[src/rtl/alu_sequencer.sv]
// alu_sequencer: drives one ALU unit through ISSUE/SETTLE/CAPTURE and latches its result and flags.
// Optional macro ALU_SEQ_FLAG_PRESERVE_EN: flags an opcode does not capture keep their previous value.
module alu_sequencer #(
  parameter int SETTLE_CYC = 1
) (
  input  logic       clk,
  input  logic       rst,
  input  logic       start,
  input  logic [2:0] opcode,
  input  logic [8:1] a_in,
  input  logic [8:1] b_in,
  output logic [8:1] a_bus,
  output logic [8:1] b_bus,
  output logic [7:1] unit_en,
  input  logic [8:1] res_bus,
  input  logic       carry,
  input  logic       zero,
  input  logic       negative,
  input  logic       overflow,
  input  logic       sign,
  input  logic       eq,
  output logic [8:1] acc,
  output logic [6:1] sreg,
  output logic       busy,
  output logic       done,
  output logic       err
);

  typedef enum logic [2:0] {
    S_IDLE,
    S_ISSUE,
    S_SETTLE,
    S_CAPTURE,
    S_DONE
  } state_t;

  state_t     state;
  logic [2:0] op_q;
  logic [1:0] settle_cnt;
  logic [6:1] cap_mask;
  logic [6:1] flags_new;
  logic [6:1] sreg_next;

  // sreg layout {E,S,V,N,Z,C}: arithmetic owns C..S, compare owns E, logic/shift own Z,N
  always_comb begin
    cap_mask = 6'b000110;
    case (op_q)
      3'b000, 3'b001: cap_mask = 6'b011111;
      3'b010:         cap_mask = 6'b100000;
      default:        ;
    endcase
    flags_new = {eq, sign, overflow, negative, zero, carry} & cap_mask;
`ifdef ALU_SEQ_FLAG_PRESERVE_EN
    sreg_next = flags_new | (sreg & ~cap_mask);
`else
    sreg_next = flags_new;
`endif
  end

  always_ff @(posedge clk or posedge rst) begin
    if (rst) begin
      state      <= S_IDLE;
      op_q       <= '0;
      settle_cnt <= '0;
      a_bus      <= '0;
      b_bus      <= '0;
      unit_en    <= '0;
      acc        <= '0;
      sreg       <= '0;
      busy       <= 1'b0;
      done       <= 1'b0;
      err        <= 1'b0;
    end else begin
      case (state)
        S_IDLE: begin
          done <= 1'b0;
          err  <= 1'b0;
          if (start) begin
            busy <= 1'b1;
            // illegal opcode skips the unit entirely and reports straight away
            if (opcode == 3'b111) begin
              state <= S_DONE;
              done  <= 1'b1;
              err   <= 1'b1;
            end else begin
              state   <= S_ISSUE;
              op_q    <= opcode;
              a_bus   <= a_in;
              b_bus   <= b_in;
              unit_en <= 7'd1 << opcode;
            end
          end
        end
        S_ISSUE: begin
          state      <= S_SETTLE;
          settle_cnt <= '0;
        end
        S_SETTLE: begin
          if (settle_cnt == 2'(SETTLE_CYC - 1)) state <= S_CAPTURE;
          else settle_cnt <= settle_cnt + 2'd1;
        end
        S_CAPTURE: begin
          state   <= S_DONE;
          acc     <= res_bus;
          sreg    <= sreg_next;
          unit_en <= '0;
          done    <= 1'b1;
        end
        S_DONE: begin
          state <= S_IDLE;
          busy  <= 1'b0;
          done  <= 1'b0;
          err   <= 1'b0;
        end
        default: state <= S_IDLE;
      endcase
    end
  end

endmodule

[config.mk]
export PLATFORM = sky130hd
export DESIGN_NAME = alu_sequencer
export DESIGN_NICKNAME = d
export VERILOG_FILES = /design/src/rtl/alu_sequencer.sv
export SDC_FILE = /design/constraint.sdc
export NUM_CORES = 1
export LEC_CHECK = 0
export ABC_CLOCK_PERIOD_IN_PS = 1700
export CAP_MARGIN = 40
export CORE_MARGIN = 10
export CORE_UTILIZATION = 32
export CTS_CLUSTER_DIAMETER = 150
export DETAILED_ROUTE_END_ITERATION = 8
export PLACE_DENSITY = 0.69
export SETUP_SLACK_MARGIN = 0.05
export SYNTH_ARGS = -nofsm -noshare
export SYNTH_HDL_FRONTEND = slang
export SYNTH_SLANG_ARGS = --single-unit
[constraint.sdc]
create_clock -name clk -period 1.7 [get_ports clk]
set_input_delay 0.17 -clock clk [delete_from_list [all_inputs] [get_ports clk]]
set_output_delay 0.17 -clock clk [all_outputs]
set_load 0.02 [all_outputs]
=== Word level (Yosys, flattened, before mapping) ===
Index checks and enable logic that the tools add are counted.

* Add/sub/neg operators: 1
* Shift operators: 1
* Multiplexer cells: 16
* Equality and inequality tests: 11
* Bitwise logic cells: 2
* Reduce and logical (&&, ||, !) cells: 13

{| class="wikitable"
|+ Operators with widths
! operator !! number
|-
| $mux W7 || 2
|-
| $pmux W7 S2 || 1
|-
| $pmux W3 S4 || 1
|-
| $pmux W6 S2 || 1
|-
| $eq A3 B2 Y1 const B || 3
|-
| $mux W3 || 3
|-
| $ne A2 B2 Y1 const B || 4
|-
| $shl A1 B3 Y7 const A || 1
|-
| $and A6 B6 Y6 || 1
|-
| $eq A3 B1 Y1 const B || 2
|-
| $eq A3 B3 Y1 const B || 2
|-
| $logic_not A3 Y1 || 2
|-
| $reduce_and A2 Y1 || 3
|-
| $reduce_and A3 Y1 || 2
|-
| $reduce_bool A2 Y1 || 3
|-
| $pmux W1 S2 || 2
|-
| $pmux W2 S2 || 1
|-
| $mux W1 || 3
|-
| $pmux W1 S3 || 1
|-
| $reduce_bool A3 Y1 || 1
|-
| $add A2 B1 Y2 const B || 1
|-
| $logic_not A2 Y1 || 1
|-
| $mux W2 || 1
|-
| $reduce_or A2 Y1 || 1
|-
| $not A1 Y1 || 1
|}

* Register bits after elaboration: 48
* Output and inout port bits: 40
* Word-level logic and storage cells: 55
* Input port bits: 36

=== Longest topological paths before layout ===
* Depth after elaboration: 4
* Depth in mapped cells: 6
* Mapped depth without buffers: 5

=== Worst setup path before layout ===
Ideal clock, no wire load.

* Kind: register to register
* From: register state[2]
* To: register a_bus[4] in the netlist's numbering
* Setup slack: -0.090 ns
* Cell stages (with the launch flop): 6
* Data arrival time: 1.665 ns
* Clock period less this slack: 1.790 ns
* Data required time: 1.575 ns
* Setup time: 0.125 ns
* Buffers on the path: 2
* Cell sequence: dfrtp_1 -> buf_6 -> or4b_4 -> nor2_8 -> buf_12 -> mux2_4

* Word-level cells in the longest chain between the ends: 2

{| class="wikitable"
|+ Ends and longest elaborated chain
! element !! RTL line !! RTL
|-
| start, declared || 37 || <nowiki>state_t state;</nowiki>
|-
| start signal, assigned || 62 || <nowiki>state <= S_IDLE;</nowiki>
|-
| start signal, assigned || 82 || <nowiki>state <= S_DONE;</nowiki>
|-
| start signal, assigned || 86 || <nowiki>state <= S_ISSUE;</nowiki>
|-
| $logic_not A3 Y1 || 74 || <nowiki>case (state)</nowiki>
|-
| $reduce_and A3 Y1 (no source line) || -- ||
|-
| end signal, assigned || 88 || <nowiki>a_bus <= a_in;</nowiki>
|-
| end, declared || 12 || <nowiki>output logic [8:1] a_bus,</nowiki>
|}

Every way passes these cells.
A chain may end at the register's enable or synchronous reset.

=== Worst setup path after layout ===
* From: register state[2]
* To: register a_bus[8] in the netlist's numbering

Same word-level chain as after synthesis.

==> impl_metrics.toml <==
[floorplanning]
die_h_microns = 99.7
floorplan.initialDensity = 0.337
die-area_sq_um = 9940
floorplan.die.width_microns = 99.7
std_cell_rows = 28
design.portCount = 76
core-area_sq_um = 6030

[synthesis]
synth_cell_type_count = 37
synth_sequential_area_ratio = 0.591
synthesized_net_count = 195
register_bit_total_from_synthesis = 48
synth.avg_cell_area_sq_um = 12.9
postSynthCellCount = 158
synth_enable_flop_cells = 0
mappedNetlistArea_sq_um = 2030
postSynth.topFlopCell = "dfrtp_1"
async_flop_share = 1.00
synth.yosys.warnings = 0

[drt]
postRouteWirelength_microns = 5020
drc_errors = 0
drtPass1Iterations = 4
iter_0_drt_violations = 84
detail_route.wl_per_cell_microns = 15.6
vias = 1501
ant_nets = 0
post_drt_via_cell_ratio = 4.68

[worst_setup_path]
reg2reg_from = "state[2]"
crit_fanout = 11
criticalPathCategory = "flip-flop to flip-flop"
launch_point_of_the_worst_path = "state[2]"
worst_ep_arrival_time_ns = 1.91
cp_required_ns = 1.88
critical_path.startpoint_type = "flip-flop"
crit_path_end_kind = "flip-flop"

[placed_design]
placed_area_sq_um = 2960
post-place-ws_ns = -0.239
hpwlAfterDp_microns = 3790
routabilityCongestion = 0.728
io_buffer_count = 75

[global_route]
grt_usage = 0.104
grt_antenna_before_repair = 0
gr-usage-met3 = 0.0533
met2_usage = 0.151
first_pass_grt_wire_length_microns = 8380
globalRoute.totalOverflow = 0
global_route.usage.met1 = 0.128
global_route_layer_with_the_greatest_usage = "met2"
grt_pass1_vias = 1632
grt_max_degree = 37

[layout]
register_area_sq_um = 1200
drive_above_1_share = 0.215
n_antenna_cell = 0
fillers = 551
multi_input_area_sq_um = 768
areaGrowthSynthToFinish_pct = 52.1
final_net_count = 282
design_area_sq_um = 3090

[sta]
setup_viol_count_final = 5
final_hold_viol_count = 0
worst_clock_skew_ns = 0.0111
fin_crit_sh = 1.02
rsz0062_at_grt = "true"
final.min_clock_period_ns = 1.73
max-slew-margin-rel = 0.771
achievable-frequency_ghz = 0.579
maxSlewViolCount = 0
tightest_slew_ns = 0.343
final.setup.worst_slack_ns = -0.0263

[clock_network]
clock_insertion_delay_worst_skew_ns = 0.30
tritoncts_num_sinks = 48
htreeDepth = 2
cts.hold.buffers_added = 0
cts_tree = "done"
clkSlewWorstSetupHoldPaths_ns = 0.09
cts_made_buffers = 5
clk_root_buffer_cell = "clkbuf_8"
maximum_root_to_sink_buffer_count = 2

[pwr]
cellPowerDensity_nw_per_um2 = 1850
power_mw = 5.71
ir_drop_mv = 0.824
leakagePower_nw = 1.32

[status]
run_status = "finished with violations"
violations = "setup timing"

[min_path]
worst_hold_path_type = "input port to asynchronous set/reset pin"

[job]
maxCapViolations = 0
==> per-layer routing <==
layer,up-vias,part of all wire
li1,728,-
met1,727,0.44
met2,42,0.46
met3,4,0.092
met4,0,0.0084
met5,-,0
==> state kept, by name, summed over array words and instances, names as in the netlist, 2 cells and up <==
name,cells
a_bus,8
acc,8
b_bus,8
op_q,3
settle_cnt,2
sreg,6
state,3
unit_en,7
==> cell usage after synthesis, types with 2 or more instances <==
cell	number	share of area
a21oi_1	6	0.015
a22o_1	2	0.0086
a2bb2oi_1	2	0.0086
a32o_1	2	0.0099
buf_2	3	0.0074
clkbuf_1	4	0.0074
dfrtp_1	48	0.59
inv_1	4	0.0074
mux2_2	17	0.094
mux2_4	8	0.059
nand2_1	13	0.024
nand3_1	3	0.0074
nor2_1	10	0.018
nor3b_1	2	0.0074
o211ai_1	2	0.0074
o21ai_0	10	0.025
o2bb2ai_1	2	0.0086
==> per-stage QoR <==
step	cells	hold slack [ns]	TNS (ns)	util
finish	321	0.138	-0.124	0.513
global route	321	0.148	-0.539	0.513
CTS	321	0.138	-0.127	0.511
detailed placement	313	0.468	-3.44	0.491
global placement	313	0.461	-3.58	0.491
floorplan	158	0.303	-0.517	-
==> path summary, 6_finish.rpt <==
kind / end / slack (ns) / cells after the start
worst max-delay path: a_bus[8] / -0.03 / 4
worst min-delay path: b_bus[5] / 0.14 / 2
worst max register to register: a_bus[8] / -0.03 / 4
worst min register to register: sreg[4] / 0.48 / 2
max in group asynchronous: b_bus[8] / 1.07 / 3
min in group clk: sreg[5] / 0.42 / 3
==> critical path: stages, from the launching register on <==
cell and delay, ns:
dfrtp_1 0.39, or4b_4 0.58, nor2_8 0.15, buf_12 0.15, mux2_2 0.33
==> cells by family (layout without fill, tap and decap cells) <==
family / count (synthesis) / count (layout) / share of synthesized area
AO/OA/AOI/OAI: 30 / 30 / 0.0985
XOR/XNOR: 1 / 1 / 0.00431
adder cells (fa/ha/maj): 1 / 1 / 0.00616
buffers and inverters: 14 / 102 / 0.0394
flip-flops: 48 / 48 / 0.591
multiplexers: 26 / 26 / 0.158
AND/OR/NAND/NOR: 38 / 38 / 0.102
==> repair_timing <==
item	in CTS	in global routing
pin swaps	2	0
cloned	0	0
resized for setup	2	2
buffers inserted	0	0
setup endpoints to repair	16	17
==> where the power goes <==
part / leakage [nW] / total [mW] / switching, mW / internal, mW
clock: 0.0541 / 0.816 / 0.380 / 0.435
sequential: 0.592 / 1.94 / 0.275 / 1.66
combinational: 0.675 / 2.96 / 1.37 / 1.58
total: 1.32 / 5.71 / 2.03 / 3.68
==> cells in the final DEF, fill, tap and decap left out, drive strengths merged, types with 3 or more instances in the layout <==
cell           instances
clkdlybuf4s50         75
nand3                  3
nor2                  11
o21ai                 10
clkbuf                 5
dfrtp                 48
buf                   15
mux2                  25
inv                    4
nand2                 13
a21oi                  6
==> final cells by class <==
type                            instances  share of cell area
Multi-Input combinational cell         96               0.249
Clock buffer                            5              0.0223
Sequential cell                        48               0.389
Clock inverter                          3              0.0138
Tap cell                               75              0.0304
Timing Repair Buffer                   90               0.291
Inverter                                4             0.00486
No activity file was read; power rests on OpenSTA's default activity.
==> patch 1: new RTL, same flow settings <==
Encoding of `state_t`: now Gray code (3 bits for 5 states).
--- a/src/rtl/alu_sequencer.sv
+++ b/src/rtl/alu_sequencer.sv
@@ -29,7 +29,7 @@
   typedef enum logic [2:0] {
-    S_IDLE,
-    S_ISSUE,
-    S_SETTLE,
-    S_CAPTURE,
-    S_DONE
+    S_IDLE    = 3'b000,
+    S_ISSUE   = 3'b001,
+    S_SETTLE  = 3'b011,
+    S_CAPTURE = 3'b010,
+    S_DONE    = 3'b110
   } state_t;
Formal check against the unedited RTL: no difference found for any inputs over 10 cycles, from zero or initial values and one cycle with rst high; not proved beyond that.
==> patch 1 against the unedited design <==
The flow still finishes with violations (negative setup slack); via count increased by 6.9%; routed wire length increased by 4.6%; cell count increased by 6.5%; sequential cell count unchanged; setup slack improved by 0.015 ns; total power increased by 1.6%; critical path type unchanged; cell area increased by 1.6%; largest cell class unchanged; synthesized area increased by 0.31%; global-route usage about the same.
==> patch 1: results (changes against the unedited design) <==
* Setup violators final at 7 (+2)
* Violation count after the first detailed-route iteration at 102 (+21%)
* Outcome: finished, violations left
* Largest clock skew in the final design at 0.00279 ns (-0.00832 ns)
* Number of fill cells in the layout at 574 (+4.2%)
* Count of inverters not on the clock network in the layout at 7 (+3)
* WL met2 at 2.64 mm (+13%)
* Place WS at -0.220 ns (+0.0190 ns)
* Failing checks: negative setup slack
* First-pass GRT wire length at 8.44 mm (+0.74%)
* Instance area after placement at 2960 sq um (-0.13%)
* Register share of the cell area at 38.3% (-0.60 points)
* Worst-case setup margin in the final layout at -0.0118 ns (+0.0146 ns)
* Total Neg Setup Slack at -0.0401 ns (+0.0835 ns)
* Capture instance of the worst register-to-register path: b_bus[1]
* Count of multi-input combinational gates at 111 (+16%)
* Max IR drop VDD at 0.000761 V (-7.6%)
* Routed Wire Length at 5.25 mm (+4.6%)
* Number of global-route vias before repair at 1685 (+3.2%)
* Wire per inst at 15.4 um (-1.8%)
* Non-clock buffers, area share at 29.1% (-0.055 points)
* Worst max-slew margin expressed relative to the limit at 74.4% (-2.6 points)
* Ratio of cells with drive above 1 in the final layout at 18.9% (-2.7 points)
* Largest fanout of any net on the critical path at 8 (-3)
* Count of cells resized by post-cts repair at 0 (-2)
* First-pass iteration count of the detailed router at 5 (+1)
* Syn Inst Count at 175 (+11%)
* Count of distinct cell types in the synthesized netlist at 30 (-19%)
* Nets@finish at 301 (+6.7%)
==> patch 1: cell types whose count changed after synthesis, sizes merged, moves of 3 or more <==
cell   change
mux2       -8
a21oi      +6
buf        -3
nand4      +5
nor3       +3
inv        +3
nand2     +22
nor2       -6
==> patch 1: power by group <==
part,switching (mW),total [mW],internal (mW)
combinational,1.44,2.98,1.54
sequential,0.281,1.93,1.65
clock,0.371,0.890,0.519
total,2.09,5.80,3.71
==> patch 1: kinds of logic after synthesis <==
family,Yosys count,synth area share (%)
compound gates,30,9.03
flops,48,58.9
simple gates,63,16.3
mux,17,10.7
fa+ha+maj,1,0.614
buf+inv,16,4.48
==> patch 1: routing by layer <==
metal	vias up	track usage, %
li1	787	-
met1	767	11.6
met2	45	17.2
met3	6	5.15
met4	0	2.32
met5	-	0
==> patch 1: worst min-delay path, cell delays in order <==
cell and delay (ns):
clkdlybuf4s50_1 0.41, inv_2 0.07, buf_12 0.25
==> patch 2: new RTL, same flow settings <==
Without the edit above. Add a define of `ALU_SEQ_FLAG_PRESERVE_EN`.
--- a/src/rtl/alu_sequencer.sv
+++ b/src/rtl/alu_sequencer.sv
@@ -2,2 +2,4 @@
 // Optional macro ALU_SEQ_FLAG_PRESERVE_EN: flags an opcode does not capture keep their previous value.
+`define ALU_SEQ_FLAG_PRESERVE_EN
+
 module alu_sequencer #(
Behaviour: not the same (Yosys sat finds a counterexample within 10 cycles, from zero or initial values and one cycle with rst high).
==> patch 2 against the unedited design <==
Global-route usage about the same; setup slack better by 0.043 ns; sequential cell count unchanged; routed wire length up 2.7%; total power up 0.41%; synthesized area up 0.74%; sequential share of layout area down 0.27 points; fmax up 2.6%; via count up 4.9%; critical path depth unchanged; clock power up 9.1%; cell area up 0.69%.
==> patch 2: results (changes against the unedited design) <==
* Nets@finish at 295 (+4.6%)
* Sequential area share after synthesis at 58.7% (-0.43 points)
* Slew at the pin closest to its max-slew limit at 0.409 ns (+0.0660 ns)
* Total of buffers placed on input and output ports at 75 (unchanged)
* Instance area after placement at 2980 sq um (+0.63%)
* GRT Resource Usage Total at 10.4% (+0.041 points)
* Worst r2r path cells at 4 (unchanged)
* Clock input transition at the sequential cells of the worst setup and hold paths at 0.09 ns (about the same)
* Number of fill cells in the layout at 578 (+4.9%)
* Largest clock skew in the final design at 0.00481 ns (-0.00631 ns)
* Multiplexer area fraction after synthesis at 14.6% (-1.2 points)
* Clock latency on the worst-skew pair at 0.30 ns (about the same)
* Compound-cell area share of the yosys netlist at 8.13% (-1.7 points)
* Outcome: completed
* RR Startpoint: state[2]
* Routed Wire Length at 5.16 mm (+2.7%)
* Number of synthesis warnings at 0 (unchanged)
* Cell class contributing the biggest share of worst-path delay: simple AND/OR/NAND/NOR gates
* Ratio of cells with drive above 1 in the final layout at 19.7% (-1.9 points)
* Non-filler cells in the finished layout at 336 (+4.7%)
* Count of distinct cell types in the synthesized netlist at 34 (-8.1%)
* Synth Area in Adders at 0.611% (-0.0045 points)
* Number of H-tree levels at 2 (unchanged)
* Average via count per standard cell at 4.69 (+0.25%)
* Path class of the lowest-slack min-delay path: input pin to async pin
* Post-CTS Setup Bufs at 0 (unchanged)
* Avg Inst Size Synth at 12.0 sq um (-6.4%)
* Largest fanout of any net on the critical path at 14 (+3)
* Ranking of synthesized cells by area: dfrtp_1 59%, mux2_2 8.3%, mux2_4 5.9%, nand2_1 5.0%, a21oi_1 1.7%
* Crit-path slowest cell: or4b_4
* Power density over the cells at 1840 nW/um^2 (-0.27%)
* Final weighted congestion of routability-driven global placement at 0.772 (+6.1%)
* Pin count of the biggest net entering global routing at 32 (-14%)
* Count of antenna diodes in the layout at 0 (unchanged)
* Hpwl dp at 3.93 mm (+3.9%)
* Maximum clock path buffer count at 2 (unchanged)
* Post-Syn Nets at 207 (+6.2%)
* Violation count after the first detailed-route iteration at 28 (-67%)
* Number of global-route vias before repair at 1703 (+4.4%)
* Antenna violations before repair at 0 (unchanged)
* Ranking of synthesized cells by instance count: 48 x dfrtp_1, 27 x nand2_1, 15 x mux2_2
* Capture instance of the worst register-to-register path: b_bus[6]
* Placed cells at 328 (+4.8%)
* R2R setup slack at 0.02 ns (+0.04 ns)
* Max IR drop VDD at 0.000760 V (-7.8%)
* Ys async rst share at 100% (unchanged)
* First-pass GRT wire length at 8.47 mm (+1.1%)
* Xor-xnor portion of the synthesized cell area at 0.428% (-0.0032 points)
* Place WS at -0.227 ns (+0.0122 ns)
* Total CTS buffers at 5 (unchanged)
* LEAKAGE at 1.35 nW (+2.4%)
* Final hold slack at 0.184 ns (+0.0459 ns)
==> patch 2: how the worst max path moves through the flow <==
stage | from | end | slack [ns] | cells after the start
after floorplan | state[1] | a_bus[4] | 0.004 | 4
after CTS | state[2] | b_bus[7] | 0.007 | 4
after global placement | start | a_bus[2] | -0.18 | 5
final | state[2] | b_bus[6] | 0.02 | 4
after global routing | state[2] | b_bus[7] | -0.04 | 4
after detailed placement | start | b_bus[7] | -0.23 | 5
==> patch 2: timing repair <==
| item | in CTS | in global routing |
|---|---|---|
| pin swaps | 0 | 0 |
| endpoints found under the setup margin | 14 | 20 |
| hold buffers | 0 | 0 |
| endpoints found under the hold margin | 0 | 0 |
| gates resized for setup | 0 | 1 |
==> patch 2: worst register-to-register path, delay by kind of cell (launching register included) <==
family	cells	cell delay [ns]
buf+inv	1	0.16
flops	1	0.38
mux	1	0.34
simple gates	2	0.70
==> patch 2: kinds of logic after synthesis <==
| family | after synthesis |
|---|---|
| simple gates | 55 |
| flops | 48 |
| compound gates | 26 |
| mux | 24 |
| buf+inv | 15 |
| xor+xnor | 1 |
| fa+ha+maj | 1 |
==> patch 2: routing by layer <==
layer	share of wire, %	global-route usage (%)	vias to the layer above	wire length (um)
met5	0	0	-	0
met3	9.0	4.95	6	463
met4	1.0	2.93	0	54
met2	46	16.3	45	2390
met1	44	12.5	758	2250
li1	-	-	766	-
==> patch 2: final cells by class <==
class / count / share of cell area, %
sequential: 48 / 38.6
timing repair buffer: 91 / 28.8
multi-input combinational: 107 / 24.8
clock buffer: 7 / 3.10
tap: 77 / 3.10
clock inverter: 1 / 0.965
inverter: 5 / 0.603
==> patch 2: power by group <==
group	switching [mW]	total (mW)	internal (mW)	leakage, nW
clock	0.371	0.890	0.519	0.0645
combinational	1.37	2.90	1.53	0.701
sequential	0.278	1.94	1.66	0.587
